===== config.mk =====
export PLATFORM = sky130hd
export DESIGN_NAME = debug_run_control
export DESIGN_NICKNAME = d
export VERILOG_FILES = /design/src/rtl/debug_pkg.sv /design/src/rtl/debug_run_control.sv
export SDC_FILE = /design/constraint.sdc
export NUM_CORES = 1
export LEC_CHECK = 0
export ABC_AREA = 1
export CAP_MARGIN = 20
export CELL_PAD_IN_SITES_DETAIL_PLACEMENT = 1
export CELL_PAD_IN_SITES_GLOBAL_PLACEMENT = 2
export CORE_MARGIN = 2
export CORE_UTILIZATION = 30
export DETAILED_ROUTE_END_ITERATION = 6
export GPL_ROUTABILITY_DRIVEN = 0
export HOLD_SLACK_MARGIN = 0.02
export PLACE_DENSITY = 0.8
export SLEW_MARGIN = 10
export SYNTH_ARGS = -nofsm -noshare
export SYNTH_HDL_FRONTEND = slang
export SYNTH_SLANG_ARGS = --single-unit

===== constraint.sdc =====
create_clock -name cpu_clk -period 2.69 [get_ports cpu_clk]
set_input_delay 0.538 -clock cpu_clk [delete_from_list [all_inputs] [get_ports cpu_clk]]
set_output_delay 0.538 -clock cpu_clk [all_outputs]
set_load 0.005 [all_outputs]

===== src/rtl/debug_pkg.sv =====
// Shared debug definitions: run-control state encoding and the
// debugger opcode values also used by the existing debug controller.
package debug_pkg;

    typedef enum logic [1:0] {
        RUN        = 2'd0,
        HALT_WAIT  = 2'd1,
        HALTED     = 2'd2,
        RESET_HOLD = 2'd3
    } dbg_state_e;

    localparam logic [7:0] HALT   = 8'h01;
    localparam logic [7:0] RESUME = 8'h02;
    localparam logic [7:0] RESET  = 8'h03;

endpackage


===== src/rtl/debug_run_control.sv =====
// Debug run control: halts, resumes and resets the CPU on debugger request,
// and gates debugger memory writes to the time the CPU is halted.
// Ports: cpu_clk/cpu_rstn (clock, async active-low reset); op_valid/op_code
// (debugger command); cpu_at_boundary (safe-to-freeze); dbg_*_we_in (raw
// write strobes) -> cpu_stall, cpu_reset_req, dbg_mem_grant, *_we_out,
// halt_forced, drop_count, state.
module debug_run_control
    import debug_pkg::*;
#(
    parameter int unsigned RESET_CYCLES = 16,
    parameter int unsigned HALT_TIMEOUT = 256
) (
    input  logic       cpu_clk,
    input  logic       cpu_rstn,
    input  logic       op_valid,
    input  logic [7:0] op_code,
    input  logic       cpu_at_boundary,
    input  logic       dbg_imem_we_in,
    input  logic       dbg_dmem_we_in,
    output logic       cpu_stall,
    output logic       cpu_reset_req,
    output logic       dbg_mem_grant,
    output logic       imem_we_out,
    output logic       dmem_we_out,
    output logic       halt_forced,
    output logic [7:0] drop_count,
    output logic [1:0] state
);

    // The shared counter counts down to zero; loading N-1 gives N cycles.
    localparam logic [15:0] RST_LOAD = 16'(RESET_CYCLES - 1);
    localparam logic [15:0] TO_LOAD  = 16'(HALT_TIMEOUT - 1);

    dbg_state_e  state_q, state_d;
    dbg_state_e  ret_q, ret_d;
    logic [15:0] cnt_q, cnt_d;
    logic        hf_q, hf_d;
    logic [7:0]  drop_q, drop_d;
    logic        imem_we_q, dmem_we_q;

    logic        is_halt, is_resume, is_reset;
    logic        grant;
    logic        ref_i, ref_d;
    logic [8:0]  drop_sum;

    assign is_halt   = op_valid && (op_code == HALT);
    assign is_resume = op_valid && (op_code == RESUME);
    assign is_reset  = op_valid && (op_code == RESET);

    assign grant = (state_q == HALTED);

    // Priority: RESET > RESUME > boundary > timeout.
    always_comb begin
        state_d = state_q;
        ret_d   = ret_q;
        cnt_d   = cnt_q;
        hf_d    = hf_q;
        unique case (state_q)
            RUN: begin
                if (is_reset) begin
                    state_d = RESET_HOLD;
                    ret_d   = RUN;
                    cnt_d   = RST_LOAD;
                end else if (is_halt) begin
                    state_d = HALT_WAIT;
                    cnt_d   = TO_LOAD;
                end
            end
            HALT_WAIT: begin
                if (is_reset) begin
                    state_d = RESET_HOLD;
                    ret_d   = HALTED;
                    cnt_d   = RST_LOAD;
                end else if (is_resume) begin
                    state_d = RUN;
                end else if (cpu_at_boundary) begin
                    state_d = HALTED;
                    hf_d    = 1'b0;
                end else if (cnt_q == 16'd0) begin
                    state_d = HALTED;
                    hf_d    = 1'b1;
                end else begin
                    cnt_d = cnt_q - 16'd1;
                end
            end
            HALTED: begin
                if (is_reset) begin
                    state_d = RESET_HOLD;
                    ret_d   = HALTED;
                    cnt_d   = RST_LOAD;
                end else if (is_resume) begin
                    state_d = RUN;
                    hf_d    = 1'b0;
                end
            end
            RESET_HOLD: begin
                if (cnt_q == 16'd0) begin
                    state_d = ret_q;
                end else begin
                    cnt_d = cnt_q - 16'd1;
                end
            end
            default: state_d = RUN;
        endcase
    end

    // Refused strobes add 0, 1 or 2; the 9-bit sum detects saturation.
    assign ref_i    = dbg_imem_we_in & ~grant;
    assign ref_d    = dbg_dmem_we_in & ~grant;
    assign drop_sum = {1'b0, drop_q} + {8'd0, ref_i} + {8'd0, ref_d};
    assign drop_d   = drop_sum[8] ? 8'hFF : drop_sum[7:0];

    always_ff @(posedge cpu_clk or negedge cpu_rstn) begin
        if (!cpu_rstn) begin
            state_q   <= RUN;
            ret_q     <= RUN;
            cnt_q     <= 16'd0;
            hf_q      <= 1'b0;
            drop_q    <= 8'd0;
            imem_we_q <= 1'b0;
            dmem_we_q <= 1'b0;
        end else begin
            state_q   <= state_d;
            ret_q     <= ret_d;
            cnt_q     <= cnt_d;
            hf_q      <= hf_d;
            drop_q    <= drop_d;
            imem_we_q <= dbg_imem_we_in & grant;
            dmem_we_q <= dbg_dmem_we_in & grant;
        end
    end

    assign cpu_stall     = (state_q == HALTED) || (state_q == RESET_HOLD);
    assign cpu_reset_req = (state_q == RESET_HOLD);
    assign dbg_mem_grant = grant;
    assign imem_we_out   = imem_we_q;
    assign dmem_we_out   = dmem_we_q;
    assign halt_forced   = hf_q;
    assign drop_count    = drop_q;
    assign state         = state_q;

endmodule

Word-level counts from Yosys, hierarchy flattened. Cells that the tools add are included.

Register bits after elaboration: 31. Input port bits: 14. Output and inout bits: 16. Word-level logic and storage cells: 77.

Add/sub/neg operators: 3. Equality and inequality tests: 20. Muxes and demuxes: 29. Bitwise operators: 5. Reductions and logical operators: 13.

Operator list (number): 2-to-1 mux 16 bit (7); case mux 16 bit (4 select lines) (1); 2-to-1 mux 2 bit (11); == test 8 x 2 -> 1 bit, second input constant (2); zero test 16 bit (1); subtractor 16 x 1 -> 16 bit, second input constant (1); != test 3 bit, second input constant (5); != test 2 bit, second input constant (6); adder 8 x 1 -> 9 bit (1); adder 9 x 1 -> 9 bit (1); == test 8 x 1 -> 1 bit, second input constant (1); 2-to-1 mux 8 bit (1); case mux 2 bit (4 select lines) (1); AND reduction 4 bit (2); 2-to-1 mux 1 bit (6); AND reduction 6 bit (1); != test 5 bit, second input constant (1); bitwise AND 1 bit (4); == test 2 bit, second input constant (2); != test 2 x 1 -> 1 bit, second input constant (2); case mux 2 bit (2 select lines) (1); nonzero test 2 bit (2); logical AND 1 bit (3); AND reduction 3 bit (1); 6 further kinds (6).

Logic depth before layout (Yosys ltp).
Depth in word-level cells: 6. Depth in mapped cells: 12.

Least setup slack after synthesis. OpenSTA, ideal clock, no wires.

Path type: register to register. Start: register state_q[0], in the netlist state[0]. End: register drop_q[2], in the netlist drop_count[2]. Setup time: 83 ps. Data arrival time: 2216 ps. Required time: 2607 ps. Setup slack: 392 ps. Stages on the path, launching flop included: 12. Path buffers: 0. Cells stage by stage: dfrtp_1 inv_1 ha_1 inv_2 nand2_1 fa_1 inv_1 ha_1 nand2_1 nor4_1 nand2_1 o21ai_0.

Word-level cells in the longest chain between the ends: 6. Elaborated cells on any way between the ends: 7. Classes of those cells: add/sub (2); eq/ne (1); mux (1); bitwise (3).

RTL lines: start: declaration (RTL line debug_run_control.sv:34) `dbg_state_e state_q, state_d;`; start signal: assignment (RTL line debug_run_control.sv:123) `state_q <= state_d;`; == test 2 bit * (RTL line debug_run_control.sv:50) `assign grant = (state_q == HALTED);`; net dbg_mem_grant (RTL line debug_run_control.sv:22) `output logic dbg_mem_grant,`; inverter 1 bit * (RTL line debug_run_control.sv:108, debug_run_control.sv:109); bitwise AND 1 bit (RTL line debug_run_control.sv:108) `assign ref_i = dbg_imem_we_in & ~grant;`; adder 8 x 1 -> 9 bit (RTL line debug_run_control.sv:110) `assign drop_sum = {1'b0, drop_q} + {8'd0, ref_i} + {8'd0, ref_d};`; adder 9 x 1 -> 9 bit * (RTL line debug_run_control.sv:110); 2-to-1 mux 8 bit * (RTL line debug_run_control.sv:111) `assign drop_d = drop_sum[8] ? 8'hFF : drop_sum[7:0];`; net drop_d[2] (RTL line debug_run_control.sv:38) `logic [7:0] drop_q, drop_d;`; end signal: assignment (RTL line debug_run_control.sv:127) `drop_q <= drop_d;`; end: declaration (RTL line debug_run_control.sv:38).

Mark *: on every way through the listed nets, which the timed path passes. The rest lies on a longest branch. A chain may end at the register's enable or synchronous reset.

Worst setup path in the final report.
Start: register state_q[0], in the netlist state[0]. End: register drop_q[6], in the netlist drop_count[6].

Word-level cells in the longest chain between the ends: 6. Elaborated cells on any way between the ends: 7. Classes of those cells: add/sub (2); eq/ne (1); mux (1); bitwise (3).

RTL lines (RTL line): == test 2 bit * (debug_run_control.sv:50); inverter 1 bit * (debug_run_control.sv:108, debug_run_control.sv:109); bitwise AND 1 bit (debug_run_control.sv:108); adder 8 x 1 -> 9 bit (debug_run_control.sv:110); adder 9 x 1 -> 9 bit * (debug_run_control.sv:110); 2-to-1 mux 8 bit * (debug_run_control.sv:111); net drop_d[6] (debug_run_control.sv:38).

Marked as above.

==> results.env <==
NUMBER_OF_GLOBAL_ROUTE_VIAS_BEFORE_REPAIR=2170
N_ANTENNA_CELL=0
HTREE_NUM_LEVELS=2
SYN-INSTANCE-COUNT=311
NUM-FILL-CELLS=892
FINALWIRELENGTH_MM=5.63
CRIT_PATH_TOP_DELAY_CELL='dfrtp_1'
FP.DIEAREA_UM2=7800
PWR-SHARE-CLK_PCT=22.6
INTPOWER_uW=1520
CTS-ROOT-BUF='clkbuf_8'
SLEW-LIMIT-HEADROOM_PCT=72.2
DRT_PRE_ANTENNA_ITERS=4
SWITCHING_SHARE_PCT=41.8
FIN_CRIT_SH_PCT=89.7
RSZ0062_AT_GRT='no'
SYN_NETS=333
INITIAL_UTILIZATION_PCT=31.2
WORST_PATH_DOMINANT_CELL_FAMILY='adder cells'
SYNTH.FF_LATCH_COUNT=30
DIE_HEIGHT_UM=88.3
FINALNETCOUNT=370
FINAL_HOLD_VIOL_COUNT=0
SYN_TO_FINAL_GROWTH_PCT=25.8
YS_TYPES=29
GRT_PASS1_WL_MM=9.85
CORE_AREA_UM2=6830
OUTCOME='finished clean'
TRITONCTS_CLOCK_TREE='built'
WORST_SLEW_PIN_SLEW_NS=0.416
SHARE_OF_CELLS_ABOVE_DRIVE_STRENGTH_1_PCT=13.2
SHARE_SEQ_OF_TOTAL_POWER_PCT=28.5
CP.BUFFERS_INVERTERS=3
GRT_OVERFLOW_TOTAL=0
PIN_COUNT=30
REG2REG_SETUP_SLACK_NS=0.28
CHIPWIDTH_UM=88.3
PLACE_AREA_UM2=2540
HOLD_PATH_CLASS='flip-flop to flip-flop'
FIN_TNS_SETUP_NS=0
WORST_IR_DROP_VDD_V=0.000406
MAPPEDNETLISTAREA_UM2=2130
END_KIND='flip-flop'
PORT-BUFFER-COUNT=29
GRT_START_MAX_NET_PINS=31
POWER_LEAKAGE_uW=0.00137
AREA_SHARE_OF_THE_LEADING_CELL_TYPE_IN_THE_SYNTHESIZED_NETLIST_PCT=35.2
AVGVIACOUNTPERCELL=4.58
DRC=0
NUM_ROWS=30
P_PER_AREA_nW_PER_UM2=976
YOSYSWARNINGS=0
CLK_TRANSITION_REPORTED_PATHS_NS=0.07
SWITCHINGPOWER_uW=1090
LAYOUT.CELL_AREA.NON_FILLER_UM2=2680
ANTENNA_VIOL_NETS_FINAL=0
ROUTED-VIA-COUNT=2038
GR-USAGE-ALL-LAYERS_PCT=16.2
CLOCK_LATENCY_NS=0.29
SYNTH_AREA_LEADER_CELL='dfrtp_1'
TIMING.FMAX_GHz=0.415
GRT_ANTENNA_BEFORE_REPAIR=0
TRITONCTS.NUM_BUFFERS=5
CRITICAL_PATH_ARRIVAL_NS=2.62
SYNTH.YOSYS.SEQ_AREA_SHARE_PCT=35.2
POST_CTS.REPAIR.SETUP_BUFFERS=0
CLOCK_TREE.BUFFER_DEPTH=2
YOSYS-TOP-CELLS-AREA='dfrtp_1, nand2_1, nor2_1'
CRITICAL_PATH.MAX_FANOUT=7
REQUIRED_NS=2.90
PWR-SHARE-COMB_PCT=48.9
TIMING.FINAL.SETUP_VIOLATIONS=0
POSTSYNTHAREAPERCELL_UM2=6.86
PATH_COMMON_CELL='nand2_1'
CP_CELL_SEQUENCE='inv_1 -> ha_1 -> inv_2 -> nand2_1 -> fa_1 -> inv_1 -> ha_1 -> nand2_1 -> nor4_1 -> nand2_1 -> o21ai_0'
FINAL_PERIOD_MINUS_WORST_SETUP_SLACK_NS=2.41
WIRE_PER_INST_UM=12.6
CLOCK-SINKS=30
START_KIND='flip-flop'
CP_SLOWEST_STAGE_DELAY_NS=0.41
FINAL_MAX_SLEW_VIOL_COUNT=0
CRITPATHKIND='flip-flop to flip-flop'
FINCLKSKEW_NS=0.00598
DP_HPWL_MM=4.35
DRV_CAP=0
INITIALDRTVIOLATIONCOUNT=36
power by group through the flow:
| stage | registers, uW | clock network (uW) | logic, uW |
|---|---|---|---|
| 6_report | 746 | 592 | 1280 |
| 5_1_grt | 775 | 631 | 1490 |
| 4_1_cts | 751 | 607 | 1310 |
| 3_5_place_dp | 757 | 0 | 1300 |
| 3_3_place_gp | 755 | 0 | 1270 |
| 2_1_floorplan | 730 | 0 | 899 |
synthesized netlist by cell type:
library cell and instances:
dfrtp_1 30, or2_2 2, nand2_1 98, xor2_1 6
nand3_2 4, o211ai_1 1, buf_8 1, nand4_1 3
buf_4 1, inv_1 37, nor3_1 2, xnor2_1 1
nor2_1 39, a31oi_1 1, nor2_2 15, o31ai_1 1
o21ai_2 1, nand3_1 25, fa_1 1, inv_2 5
nand2_4 3, o21ai_0 11, buf_6 1, a21oi_1 5
nand2_2 3, nand4_2 1, nor4_1 1, o21ai_1 5
ha_1 7
state kept, by name (all words and copies together), names as in the netlist:
| name | flops |
|---|---|
| drop_count | 8 |
| ret_q | 1 |
| dmem_we_out | 1 |
| halt_forced | 1 |
| cnt_q | 16 |
| state | 2 |
| imem_we_out | 1 |
area by class of cell:
class | count | area (um^2) | area share (%)
timing repair buffer | 33 | 320 | 11.9
clock buffer | 6 | 82.6 | 3.08
clock inverter | 2 | 60.1 | 2.24
multi-input combinational | 236 | 1190 | 44.4
sequential | 30 | 751 | 28.0
inverter | 42 | 158 | 5.88
tap | 96 | 120 | 4.48
layer usage:
layer  vias to the layer above  global-route usage, %  wire length [um]
li1                       1042                      -                 -
met1                       967                   20.7              2780
met2                        24                   27.5              2600
met3                         5                   4.01               189
met4                         0                   3.72                58
met5                         -                      0                 0
cell usage in the layout (no fill, tap or decap), types with 2 or more instances in the layout:
cell type,count
a21oi_1,5
buf_4,4
bufinv_16,2
clkbuf_8,6
clkdlybuf4s50_1,29
dfrtp_1,30
ha_1,7
inv_1,37
inv_2,5
nand2_1,98
nand2_2,3
nand2_4,3
nand3_1,25
nand3_2,4
nand4_1,3
nor2_1,39
nor2_2,15
nor3_1,2
o21ai_0,11
o21ai_1,5
or2_2,2
xor2_1,6
tightest hold or removal path: stages, from the launching register on:
cell,delay (ns)
dfrtp_1,0.35
nand2_1,0.05
o21ai_1,0.06
cell families (layout without fill, tap and decap cells):
| kind of cell | count (synthesis) | in the layout | synth area share, % |
|---|---|---|---|
| simple gates | 196 | 196 | 41.5 |
| buf+inv | 45 | 83 | 8.98 |
| flops | 30 | 30 | 35.2 |
| compound gates | 25 | 25 | 6.34 |
| fa+ha+maj | 8 | 8 | 5.05 |
| xor+xnor | 7 | 7 | 2.88 |
through the flow:
| step | hold slack (ns) | total power (uW) | util, % | std cells | setup slack [ns] |
|---|---|---|---|---|---|
| final | 0.500 | 2620 | 39.2 | 445 | 0.278 |
| after global routing | 0.545 | 2890 | 39.2 | 445 | 0.00772 |
| after CTS | 0.504 | 2670 | 39.2 | 445 | 0.206 |
| after global placement | 0.481 | 2030 | 37.2 | 437 | 0.0790 |
| after floorplan | 0.242 | 1630 | - | 311 | 0.392 |
| after detailed placement | 0.483 | 2060 | 37.2 | 437 | 0.0460 |
path summary, 6_finish.rpt:
kind,start,to,cells past startpoint
setup / recovery,state[0]$_DFFE_PN0P_,drop_count[6]$_DFF_PN0_,11
hold / removal,halt_forced$_DFFE_PN0P_,halt_forced$_DFFE_PN0P_,2
setup reg to reg,state[0]$_DFFE_PN0P_,drop_count[6]$_DFF_PN0_,11
hold reg to reg,halt_forced$_DFFE_PN0P_,halt_forced$_DFFE_PN0P_,2
max in group asynchronous,cpu_rstn,cnt_q[3]$_DFFE_PN0P_,2
min in group asynchronous,cpu_rstn,cnt_q[10]$_DFFE_PN0P_,2
what timing repair did:
item / 4_1_cts / 5_1_grt
hold buffers: 0 / 0
gates resized for setup: 0 / 0
setup endpoints to repair: 0 / 1
(Power assumes the default switching activity.)
